**src/rtl/event_buffer.sv**
```systemverilog
// Event capture stage behind the hit latches: waits a settle window after trigger,
// queues {timestamp, hit pattern} into a show-ahead FIFO, then clears and re-arms the latches.
module event_buffer #(
   parameter int unsigned WIDTH         = 24,
   parameter int unsigned TS_WIDTH      = 16,
   parameter int unsigned DEPTH         = 8,
   parameter int unsigned HOLDOFF       = 16,
   parameter int unsigned CLEAR_CYCLES  = 4,
   parameter int unsigned REARM_TIMEOUT = 255
) (
   input  logic                         sys_clk_pll,
   input  logic                         rst,
   input  logic [WIDTH-1:0]             hit_q,
   input  logic                         hit_trigger,
   output logic                         latch_clear,
   input  logic                         rd_en,
   output logic [TS_WIDTH+WIDTH-1:0]    rd_data,
   output logic                         rd_valid,
   output logic [$clog2(DEPTH):0]       fifo_count,
   output logic                         overflow,
   output logic [7:0]                   drop_count,
   output logic                         busy
);

   localparam int unsigned AW = $clog2(DEPTH);
   localparam int unsigned MAX_HC = (HOLDOFF > CLEAR_CYCLES) ? HOLDOFF : CLEAR_CYCLES;
   localparam int unsigned CNT_MAX = (MAX_HC > REARM_TIMEOUT) ? MAX_HC : REARM_TIMEOUT;
   localparam int unsigned CW = $clog2(CNT_MAX + 1);
   localparam logic [AW:0] FULL = (AW+1)'(DEPTH);

   typedef enum logic [2:0] {
      S_IDLE,
      S_SETTLE,
      S_CAPTURE,
      S_CLEAR,
      S_REARM
   } state_t;

   state_t                      state, state_nx;
   logic [CW-1:0]               cnt, cnt_nx;
   logic [TS_WIDTH-1:0]         ts_cnt, ts_hold;
   logic [TS_WIDTH+WIDTH-1:0]   mem [DEPTH];
   logic [AW-1:0]               wr_ptr, rd_ptr;
   logic                        capture, push, pop, drop, inputs_empty;

   assign inputs_empty = !hit_trigger && (hit_q == '0);
   assign rd_valid     = (fifo_count != '0);
   assign rd_data      = rd_valid ? mem[rd_ptr] : '0;
   assign pop          = rd_en && rd_valid;
   // A full FIFO still accepts the capture when the head is popped in the same cycle.
   assign push         = capture && ((fifo_count != FULL) || pop);
   assign drop         = capture && !push;

   always_comb begin
      state_nx    = state;
      cnt_nx      = cnt;
      latch_clear = 1'b0;
      capture     = 1'b0;
      busy        = (state != S_IDLE);
      case (state)
         S_IDLE: begin
            if (hit_trigger) begin
               state_nx = S_SETTLE;
               cnt_nx   = CW'(HOLDOFF - 1);
            end
         end
         S_SETTLE: begin
            if (cnt == '0) state_nx = S_CAPTURE;
            else           cnt_nx   = cnt - CW'(1);
         end
         S_CAPTURE: begin
            capture  = 1'b1;
            state_nx = S_CLEAR;
            cnt_nx   = CW'(CLEAR_CYCLES - 1);
         end
         S_CLEAR: begin
            latch_clear = 1'b1;
            if (cnt == '0) begin
               state_nx = S_REARM;
               cnt_nx   = CW'(REARM_TIMEOUT - 1);
            end else begin
               cnt_nx = cnt - CW'(1);
            end
         end
         S_REARM: begin
            // Latches that never read empty get cleared again (stuck-channel recovery).
            if (inputs_empty) begin
               state_nx = S_IDLE;
            end else if (cnt == '0) begin
               state_nx = S_CLEAR;
               cnt_nx   = CW'(CLEAR_CYCLES - 1);
            end else begin
               cnt_nx = cnt - CW'(1);
            end
         end
         default: state_nx = S_IDLE;
      endcase
   end

   always_ff @(posedge sys_clk_pll) begin
      if (rst) begin
         state      <= S_IDLE;
         cnt        <= '0;
         ts_cnt     <= '0;
         ts_hold    <= '0;
         wr_ptr     <= '0;
         rd_ptr     <= '0;
         fifo_count <= '0;
         overflow   <= 1'b0;
         drop_count <= '0;
      end else begin
         state  <= state_nx;
         cnt    <= cnt_nx;
         ts_cnt <= ts_cnt + TS_WIDTH'(1);
         if ((state == S_IDLE) && hit_trigger) ts_hold <= ts_cnt;
         if (push) wr_ptr <= wr_ptr + AW'(1);
         if (pop)  rd_ptr <= rd_ptr + AW'(1);
         if (push && !pop)      fifo_count <= fifo_count + (AW+1)'(1);
         else if (pop && !push) fifo_count <= fifo_count - (AW+1)'(1);
         if (drop) begin
            overflow <= 1'b1;
            if (drop_count != '1) drop_count <= drop_count + 8'd1;
         end
      end
   end

   always_ff @(posedge sys_clk_pll) begin
      if (push) mem[wr_ptr] <= {ts_hold, hit_q};
   end

endmodule

```
**config.mk**
```make
export PLATFORM = sky130hd
export DESIGN_NAME = event_buffer
export DESIGN_NICKNAME = d
export VERILOG_FILES = /design/src/rtl/event_buffer.sv
export SDC_FILE = /design/constraint.sdc
export NUM_CORES = 1
export LEC_CHECK = 0
export BUFFER_PORTS_ARGS = -buffer_cell sky130_fd_sc_hd__buf_2
export CAP_MARGIN = 20
export CORE_MARGIN = 1.5
export CORE_UTILIZATION = 60
export CTS_CLUSTER_SIZE = 14
export DETAILED_ROUTE_END_ITERATION = 8
export GPL_TIMING_DRIVEN = 0
export PLACE_DENSITY_LB_ADDON = 0.25
export SLEW_MARGIN = 20
export SYNTH_ARGS = -nofsm -noshare
export SYNTH_HDL_FRONTEND = slang
export SYNTH_SLANG_ARGS = --single-unit
```
**constraint.sdc**
```tcl
create_clock -name sys_clk_pll -period 5.9 [get_ports sys_clk_pll]
set_clock_uncertainty 0.05 [all_clocks]
set_input_delay 0.295 -clock sys_clk_pll [delete_from_list [all_inputs] [get_ports sys_clk_pll]]
set_output_delay 0.295 -clock sys_clk_pll [all_outputs]
set_load 0.05 [all_outputs]
```
## Yosys cells after proc, flatten, opt, wreduce, memory -nomap -nowiden

Memories as Yosys holds them, arrays and structs flattened. A register that Yosys moved wholly into a read port is not among the register bits.
Index checks and enable logic that the tools add are counted.

| word-level totals | value |
|---|---|
| register bits after elaboration | 62 |
| memory bits (writable) | 320 |
| bits of input ports | 28 |
| output and inout bits | 56 |
| logic and storage cells | 71 |
| memories kept | 1 |

| operators by class | value |
|---|---|
| add/subtract/negate cells | 7 |
| eq/ne operators | 12 |
| multiplexer cells | 21 |
| reductions and logical operators | 21 |

Memory list:

| memory | depth | width | rd ports | clocked after memory_dff | write ports | line | RTL |
|---|---|---|---|---|---|---|---|
| mem | 8 | 40 | 1 | 1 | 1 | 42 | `logic [TS_WIDTH+WIDTH-1:0] mem [DEPTH];` |

Operators with widths:

| kind | number |
|---|---|
| 40-bit 2-to-1 mux | 1 |
| 8-bit 2-to-1 mux | 5 |
| 8-bit case mux with 5 select lines | 1 |
| 24-bit logical NOT | 1 |
| 3-bit 2-to-1 mux | 7 |
| 16-bit by 1-bit adder with 16-bit output, second input constant | 1 |
| 3-bit case mux with 5 select lines | 1 |
| 2-bit inequality test, second input constant | 5 |
| 8-bit by 1-bit adder with 8-bit output, second input constant | 1 |
| 8-bit logical NOT | 1 |
| 4-bit 2-to-1 mux | 2 |
| 8-bit inequality test, second input constant | 1 |
| 4-bit AND reduction | 2 |
| 8-bit by 1-bit subtractor with 8-bit output, second input constant | 1 |
| 1-bit logical AND | 7 |
| 3-bit by 1-bit adder with 3-bit output, second input constant | 2 |
| 3-bit by 2-bit == test with 1-bit output, second input constant | 2 |
| 5-bit nonzero test | 1 |
| 4-bit by 1-bit adder with 4-bit output, second input constant | 1 |
| 1-bit 2-to-1 mux | 4 |
| 4-bit inequality test, second input constant | 1 |
| 4-bit nonzero test | 1 |
| 4-bit by 1-bit subtractor with 4-bit output, second input constant | 1 |
| 3-bit by 1-bit == test with 1-bit output, second input constant | 1 |
| other kinds (8) | 10 |

## Logic depth before layout (Yosys ltp)

Gate-level depths: netlist of run 1.

| depth | value |
|---|---|
| depth in word-level cells | 8 |
| depth in mapped cells | 12 |
| mapped depth without buffers | 12 |

## Worst setup path before layout of run 1

Ideal clock, no wire load.

| path | value |
|---|---|
| path kind | reg-to-reg |
| start point | register fifo_count[0] |
| end point | memory mem[0][0] (netlist bit) (enable) |
| library setup time | 0.537 ns |
| arrival | 4.936 ns |
| required time | 5.313 ns |
| setup slack | 0.377 ns |
| cell stages (with the launch flop) | 5 |
| path buffers | 0 |
| clock period less this slack | 5.523 ns |
| cells stage by stage | dfxtp_1 nor3_1 nand3b_1 nand2_1 nor4_1 |

| on the way | value |
|---|---|
| cells in the longest elaborated chain, start to end | 6 |
| elaborated cells on any way between the ends | 7 |
| those cells by class | eq/ne (1); mux (2); reduce/logical (4) |

RTL lines:

| element | line | RTL |
|---|---|---|
| start, declared | 19 | `output logic [$clog2(DEPTH):0] fifo_count,` |
| start signal, assigned | 118 | `if (push && !pop) fifo_count <= fifo_count + (AW+1)'(1);` |
| start signal, assigned | 119 | `else if (pop && !push) fifo_count <= fifo_count - (AW+1)'(1);` |
| 4-bit nonzero test | 47 | `assign rd_valid = (fifo_count != '0);` |
| 1-bit logical AND | 49 | `assign pop = rd_en && rd_valid;` |
| 1-bit logical OR * | 51 | `assign push = capture && ((fifo_count != FULL) \|\| pop);` |
| 1-bit logical AND * | 51 |  |
| 1-bit 2-to-1 mux * | 128 | `if (push) mem[wr_ptr] <= {ts_hold, hit_q};` |
| 1-bit 2-to-1 mux (not written as such) * | 128 |  |
| end, declared | 42 |  |

Mark *: on every way between the ends. The rest lies on a longest branch, timed or not.

==> results.yml, run 1 <==
run_status:
  status: "complete, no violations"
sta:
  tns_ns: 0
  finalHoldViolCount: 0
  setup_viol: 0
  worst_pin_slew_ns: 0.8883
  min_period_ns: 3.088
  grt_setup_unrepaired: "false"
  finalCritPeriodShare_pct: 52.34
  slew_headroom_pct: 40.78
  fmax_mhz: 323.8
  final_max_slew_viol_count: 0
yosys:
  netlist_area_sq_mm: 0.01506
  yosys-top-cells-area: "edfxtp_1, mux4_2, dfxtp_1"
  yosysTopAreaCell: "edfxtp_1"
  ys.flop_type: "edfxtp_1"
  ys_types: 49
  synth_nets: 903
  synth-seq-area-share_pct: 72.46
  synth_edf_count: 320
  synthCells: 866
  avgSynthCellArea_sq_um: 17.39
  synth_top_area_share_pct: 63.81
  synth-seq-cells: 385
  async_reset_ff_share_pct: 0
  yosysWarnings: 0
power_and_ir_drop:
  p_seq_share_pct: 41.3
  combPwrFrac_pct: 29.7
  power_density_mw_per_mm2: 436.9
  switching_share_pct: 32.85
  pwr-share-clk_pct: 29.0
  leakagePower_nw: 5.907
  p_switching_mw: 2.496
  ir_drop_uv: 317.2
  internal-power_mw: 5.102
min_path:
  min_path_type: "input port to flop"
critical_path:
  crit_path_max_fanout: 10
  crit_family: "buffers and inverters"
  critPathMaxStageDelay_ns: 0.58
  critPathKind: "flop to output pin"
  required_ns: 5.56
  cp_cell_sequence: "buf_1, clkbuf_1, mux4_2, mux2i_1, nor2_1, buf_2"
  path_buf_inv: 3
  start_kind: "flop"
  slowest_stage: "clkbuf_1"
  cp-end-kind: "output pin"
  arrival_ns: 2.74
global_route:
  grt_pass1_wl_microns: 47270
  overflow: 0
  first_global_vias: 8410
  antenna_found_initial: 1
  grt_use_total_pct: 24.19
  grt_start_max_net_pins: 22
floorplan:
  fp.dieArea_sq_mm: 0.02606
  start_util_pct: 61.56
  coreArea_sq_mm: 0.02446
  io_pins: 84
  rows: 57
  dieWidth_microns: 161.4
  fp.dieH_microns: 161.4
cells_and_area:
  mostFrequentLayoutCells: "edfxtp_1, buf_2, nor2_1"
  drive_above_1_share_pct: 25.81
  multi_input_area_sq_mm: 0.003993
  final_net_count: 1060
  regArea_sq_mm: 0.01091
  mostFrequentLayoutCell: "edfxtp_1"
  synthToLayoutAreaGrowth_pct: 15.51
  fillCellCount: 1513
  design_area_sq_mm: 0.01739
placed_design:
  routabilityCongestion: 0.7984
  place_area_sq_mm: 0.01627
  dp_hpwl_microns: 19720
  portBuffers: 82
route:
  drc: 0
  drt_first_pass_iters: 5
  drt_iter0_drc: 590
  ant_nets: 0
  avgRoutedWirePerCell_microns: 22.02
  drt_wl_total_microns: 30300
  vias_per_cell: 5.941
  vias: 8175
clock_tree:
  htree_levels: 2
  cts_tree: "done"
  cts_resized: 0
  clk_latency_ns: 0.52
  cts_root_buf: "clkbuf_16"
  cts_made_buffers: 38
  hold_buffers: 0
  cts.sinks: 385
  cts.clk_slew.worst_paths_ns: 0.06
  cts_buffer_depth: 3
  postCtsSetupBuffers: 0
job:
  maxCapViolations: 0
==> registers in the layout (all words and copies together), names as in the netlist, 4 cells and up, named ones only <==
name        count
cnt             8
drop_count      8
ts_cnt         16
mem           320
ts_hold        16
fifo_count      4
==> power groups by stage <==
| stage | Clock, mW | Sequential [mW] | Combinational [mW] |
|---|---|---|---|
| floorplan | 0 | 3.21 | 1.71 |
| global placement | 0 | 3.21 | 2.20 |
| detailed placement | 0 | 3.19 | 2.27 |
| CTS | 2.23 | 3.14 | 2.28 |
| global route | 2.32 | 3.15 | 2.42 |
| finish | 2.20 | 3.14 | 2.25 |
==> kinds of logic after synthesis <==
family,synth area share [%]
DFF,72.46
and+or+nand+nor,6.307
muxes,14.76
AOI/OAI and AO/OA,2.601
buffers and inverters,1.396
xor gates and xnor gates,1.687
adders and majority gates,0.7977
==> area by class of cell <==
class                      count  share of cell area [%]
antenna                        2                 0.02877
buffer                        41                  0.9927
clock buffer                  55                   6.071
clock inverter                12                  0.3669
inverter                      10                  0.2158
multi-input combinational    430                   22.95
sequential                   385                   62.72
tap                          324                   2.331
timing repair buffer         117                   4.316
==> cells in the mapped netlist, types with 2 or more instances <==
cell / instances
inv_1: 10
edfxtp_1: 320
nor4_1: 8
nor2b_1: 4
a21oi_1: 35
mux4_2: 80
nor3_1: 11
buf_2: 9
ha_1: 8
clkbuf_1: 27
nand2_1: 59
nand4_1: 4
buf_1: 4
and2_1: 3
mux2i_1: 42
and3_1: 6
o21ai_0: 8
nand2b_1: 4
xor2_1: 18
dfxtp_1: 65
a211oi_1: 3
nand3_1: 14
and4_1: 2
xnor2_1: 11
nor2_1: 85
or3_1: 3
==> worst register-to-register path: cells and delay by family, from the launching register on <==
family                 cells  cell delay (ns)
AND/OR/NAND/NOR            4             1.29
buffers and inverters      5             1.05
flip-flops                 1             0.29
==> metal layers <==
metal,global-route usage [%],vias to the layer above,share of wire (%)
li1,-,3685,-
met1,32.52,4152,41
met2,41.34,290,51
met3,4.058,48,6.3
met4,6.608,0,1.8
met5,0,-,0
==> stage by stage <==
stage          power, mW  worst slack, ns  util, %  hold slack (ns)  instances
3_5_place_dp       5.465            2.943    66.51           0.4053       1307
6_report           7.599            2.812    71.11          0.01846       1376
3_3_place_gp       5.406           -3.323    64.89           0.3842       1272
4_1_cts            7.652            2.739    71.09         0.003186       1374
2_1_floorplan      4.918           0.3769        -           0.3439        866
5_1_grt            7.891            2.555    71.10          0.01787       1375
==> worst paths after layout <==
path | startpoint | cells after the start | slack (ns) | endpoint
max reg2reg | state[0] | 9 | 2.91 | mem[4][9]
max | flop | 6 | 2.81 | rd_data[29]
min | hit_q[1] | 1 | 0.02 | mem[6][1]
min reg2reg | ts_cnt[0] | 1 | 0.41 | ts_cnt[0]
No activity file was read; power rests on OpenSTA's default activity.
==> run 2, diff against run 1 <==
Settings changed: ABC_AREA from default to 1, CORE_UTILIZATION 60 to 61.
Clock period 5.9 ns to 3.1 ns, I/O delays scaled along.
==> run 2 against run 1 <==
  * Via count is 36% higher
  * Final area is 4.2% higher
  * Largest cell class unchanged
  * Die area is 0.93% higher
  * Sequential share of layout area is 2.5 points lower
  * Sequential power is 100% higher
  * Flip-flop and latch count stayed put
  * Hold slack better by 0.031 ns
  * Highest routed layer unchanged
  * Largest power group unchanged
  * Worst setup slack worse by 2.7 ns
==> results.yml, run 2 <==
yosys:
  yosysTopAreaCell: "edfxtp_1"
  ys.flop_type: "edfxtp_1"
  synth_top_family_by_area: "compound AO/OA/AOI/OAI gates"
  ys_types: 37
  netlist_area_sq_mm: 0.01545
  avgSynthCellArea_sq_um: 11.45
  synth-seq-area-share_pct: 70.60
  synth_compound_area_share_pct: 12.99
  synth_top_area_share_pct: 62.18
  synthMostInstantiatedCell: "edfxtp_1"
  synthCells: 1350
  synth_fa_ha_area_share_pct: 0.7773
  synth_edf_count: 320
  yosysWarnings: 0
  synth_common_cells: "edfxtp_1, nor2_1, o21ai_0"
  synth_xor_area_share_pct: 0.5668
  yosys-top-cells-area: "edfxtp_1, dfxtp_1, nor2_1"
  synth_mux_area_share_pct: 0
  synth-seq-cells: 385
  synthSimpleGateAreaFrac_pct: 11.19
  synth_nets: 1387
  async_reset_ff_share_pct: 0
power_and_ir_drop:
  total_power_mw: 16.60
  ir_drop_uv: 696.7
  leakagePower_nw: 6.384
  power_density_mw_per_mm2: 915.8
route:
  vias: 11084
  drc: 0
  drt_first_pass_iters: 5
  vias_per_cell: 5.924
  avgRoutedWirePerCell_microns: 19.93
  drt_wl_total_microns: 37290
  ant_nets: 0
  drt_iter0_drc: 1088
sta:
  slew_headroom_pct: 53.29
  finalCritPeriodShare_pct: 95.20
  fmax_mhz: 338.8
  tns_ns: 0
  grt_setup_unrepaired: "false"
  final_max_slew_viol_count: 0
  finalHoldViolCount: 0
  setup_viol: 0
  min_period_ns: 2.951
  worst_pin_slew_ns: 0.6990
min_path:
  hold_path_depth: 4
  min_path_type: "input port to flop"
  min_to: "rd_ptr[0]"
  min-delay-start: "rd_en"
critical_path:
  start_kind: "flop"
  critPathMaxStageDelay_ns: 0.38
  worstSetupPathDepth: 7
  path_buf_inv: 4
  r2r-end: "mem[2][33]"
  critPathKind: "flop to output pin"
  slowest_stage: "clkbuf_1"
  cp_cell_sequence: "buf_2, clkinv_1, clkbuf_1, nor2_1, o21ai_0, a31oi_1, buf_2"
  crit_path_max_fanout: 10
  reg2regPathDepth: 8
  arrival_ns: 2.75
  r2r_slack_ns: 0.45
  path_common_cell: "buf_2"
  timing.rr.start: "fifo_count[0]"
  crit_family: "buffers and inverters"
  required_ns: 2.89
  cp-end-kind: "output pin"
global_route:
  overflow: 0
  first_global_vias: 10909
  grt_use_total_pct: 28.73
  grt_pass1_wl_microns: 57440
  grt_start_max_net_pins: 25
  antenna_found_initial: 0
cells_and_area:
  largest-register: "mem"
  mostFrequentLayoutCell: "edfxtp_1"
  mostFrequentLayoutCells: "edfxtp_1, nor2_1, o21ai_0"
  largestRegisters: "mem (320), ts_cnt (16), ts_hold (16)"
  diodes: 0
  final_net_count: 1549
  synthToLayoutAreaGrowth_pct: 17.29
  drive_above_1_share_pct: 13.82
  largest_register_ffs: 320
clock_tree:
  cts.sinks: 385
  cts.clk_slew.worst_paths_ns: 0.07
  cts_tree: "done"
  clk_latency_ns: 0.52
  postCtsSetupBuffers: 0
  cts_made_buffers: 38
  cts_root_buf: "clkbuf_16"
  htree_levels: 2
  cts_buffer_depth: 3
job:
  maxCapViolations: 0
placed_design:
  portBuffers: 83
  dp_hpwl_microns: 23710
  routabilityCongestion: 0.8013
floorplan:
  dieWidth_microns: 162.2
  rows: 58
  start_util_pct: 61.72
  coreArea_sq_mm: 0.02504
  io_pins: 84
  fp.dieArea_sq_mm: 0.02630
  fp.dieH_microns: 162.2
run_status:
  status: "complete, no violations"
[run 2: layout make-up]
cell class,instances,area (sq um)
Sequential cell,385,10910
Multi-Input combinational cell,817,4004
Timing Repair Buffer,122,1036
Buffer,73,312.8
Clock inverter,17,106.4
Inverter,75,289.0
Fill cell,1648,6910
Tap cell,330,412.9
Clock buffer,52,1055
[run 2: cell families (layout without fill, tap and decap cells)]
family          count (synthesis)  count (layout)
compound gates                376             376
xor+xnor                       10              10
flops                         385             385
simple gates                  422             422
fa+ha+maj                       9               9
buf+inv                       148             339
[run 2: report_power, final]
group	total, mW	internal (mW)	switching (mW)
Clock	4.33	2.47	1.86
Combinational	5.87	1.50	4.37
Sequential	6.40	6.12	0.278
Total	16.6	10.1	6.51
[run 2: metal layers]
layer | up-vias | global-route usage [%] | routed length (microns)
met5 | - | 0 | 0
met4 | 0 | 11.51 | 1203
met3 | 90 | 4.239 | 2943
met2 | 544 | 47.66 | 18000
met1 | 5328 | 38.59 | 15150
li1 | 5122 | - | -
[run 2: per-stage QoR]
stage                     util (%)  worst slack (ns)  instances  hold WS, ns  cell area (sq um)
after floorplan                  -           -0.4255       1350       0.2039              15460
after global placement       65.07            -1.684       1763       0.3923              16290
after detailed placement     66.75            0.4588       1777       0.3949              16710
after CTS                    72.39            0.1637       1871      0.03235              18120
after global routing         72.40           0.02703       1871      0.09524              18130
final                        72.40            0.1488       1871      0.04959              18130
[run 2: tightest hold or removal path, delay by kind of cell]
kind	cells	cell delay, ns
compound gates	1	0.15
simple gates	1	0.11
buf+inv	2	0.16
[run 2: how the worst max path moves through the flow]
stage,slack (ns),from,to
2_1_floorplan,-0.43,fifo_count[0],mem[0][0]
3_3_place_gp,-1.68,fifo_count[0],mem[0][15]
3_5_place_dp,0.46,fifo_count[0],mem[2][27]
4_1_cts,0.16,flop,rd_data[37]
5_1_grt,0.03,fifo_count[0],rd_data[24]
6_report,0.15,flop,rd_data[4]
[run 2: what timing repair did]
item	CTS	global route
gates resized for setup	0	4
endpoints found under the setup margin	0	2
hold buffers	25	0
endpoints found under the hold margin	194	0
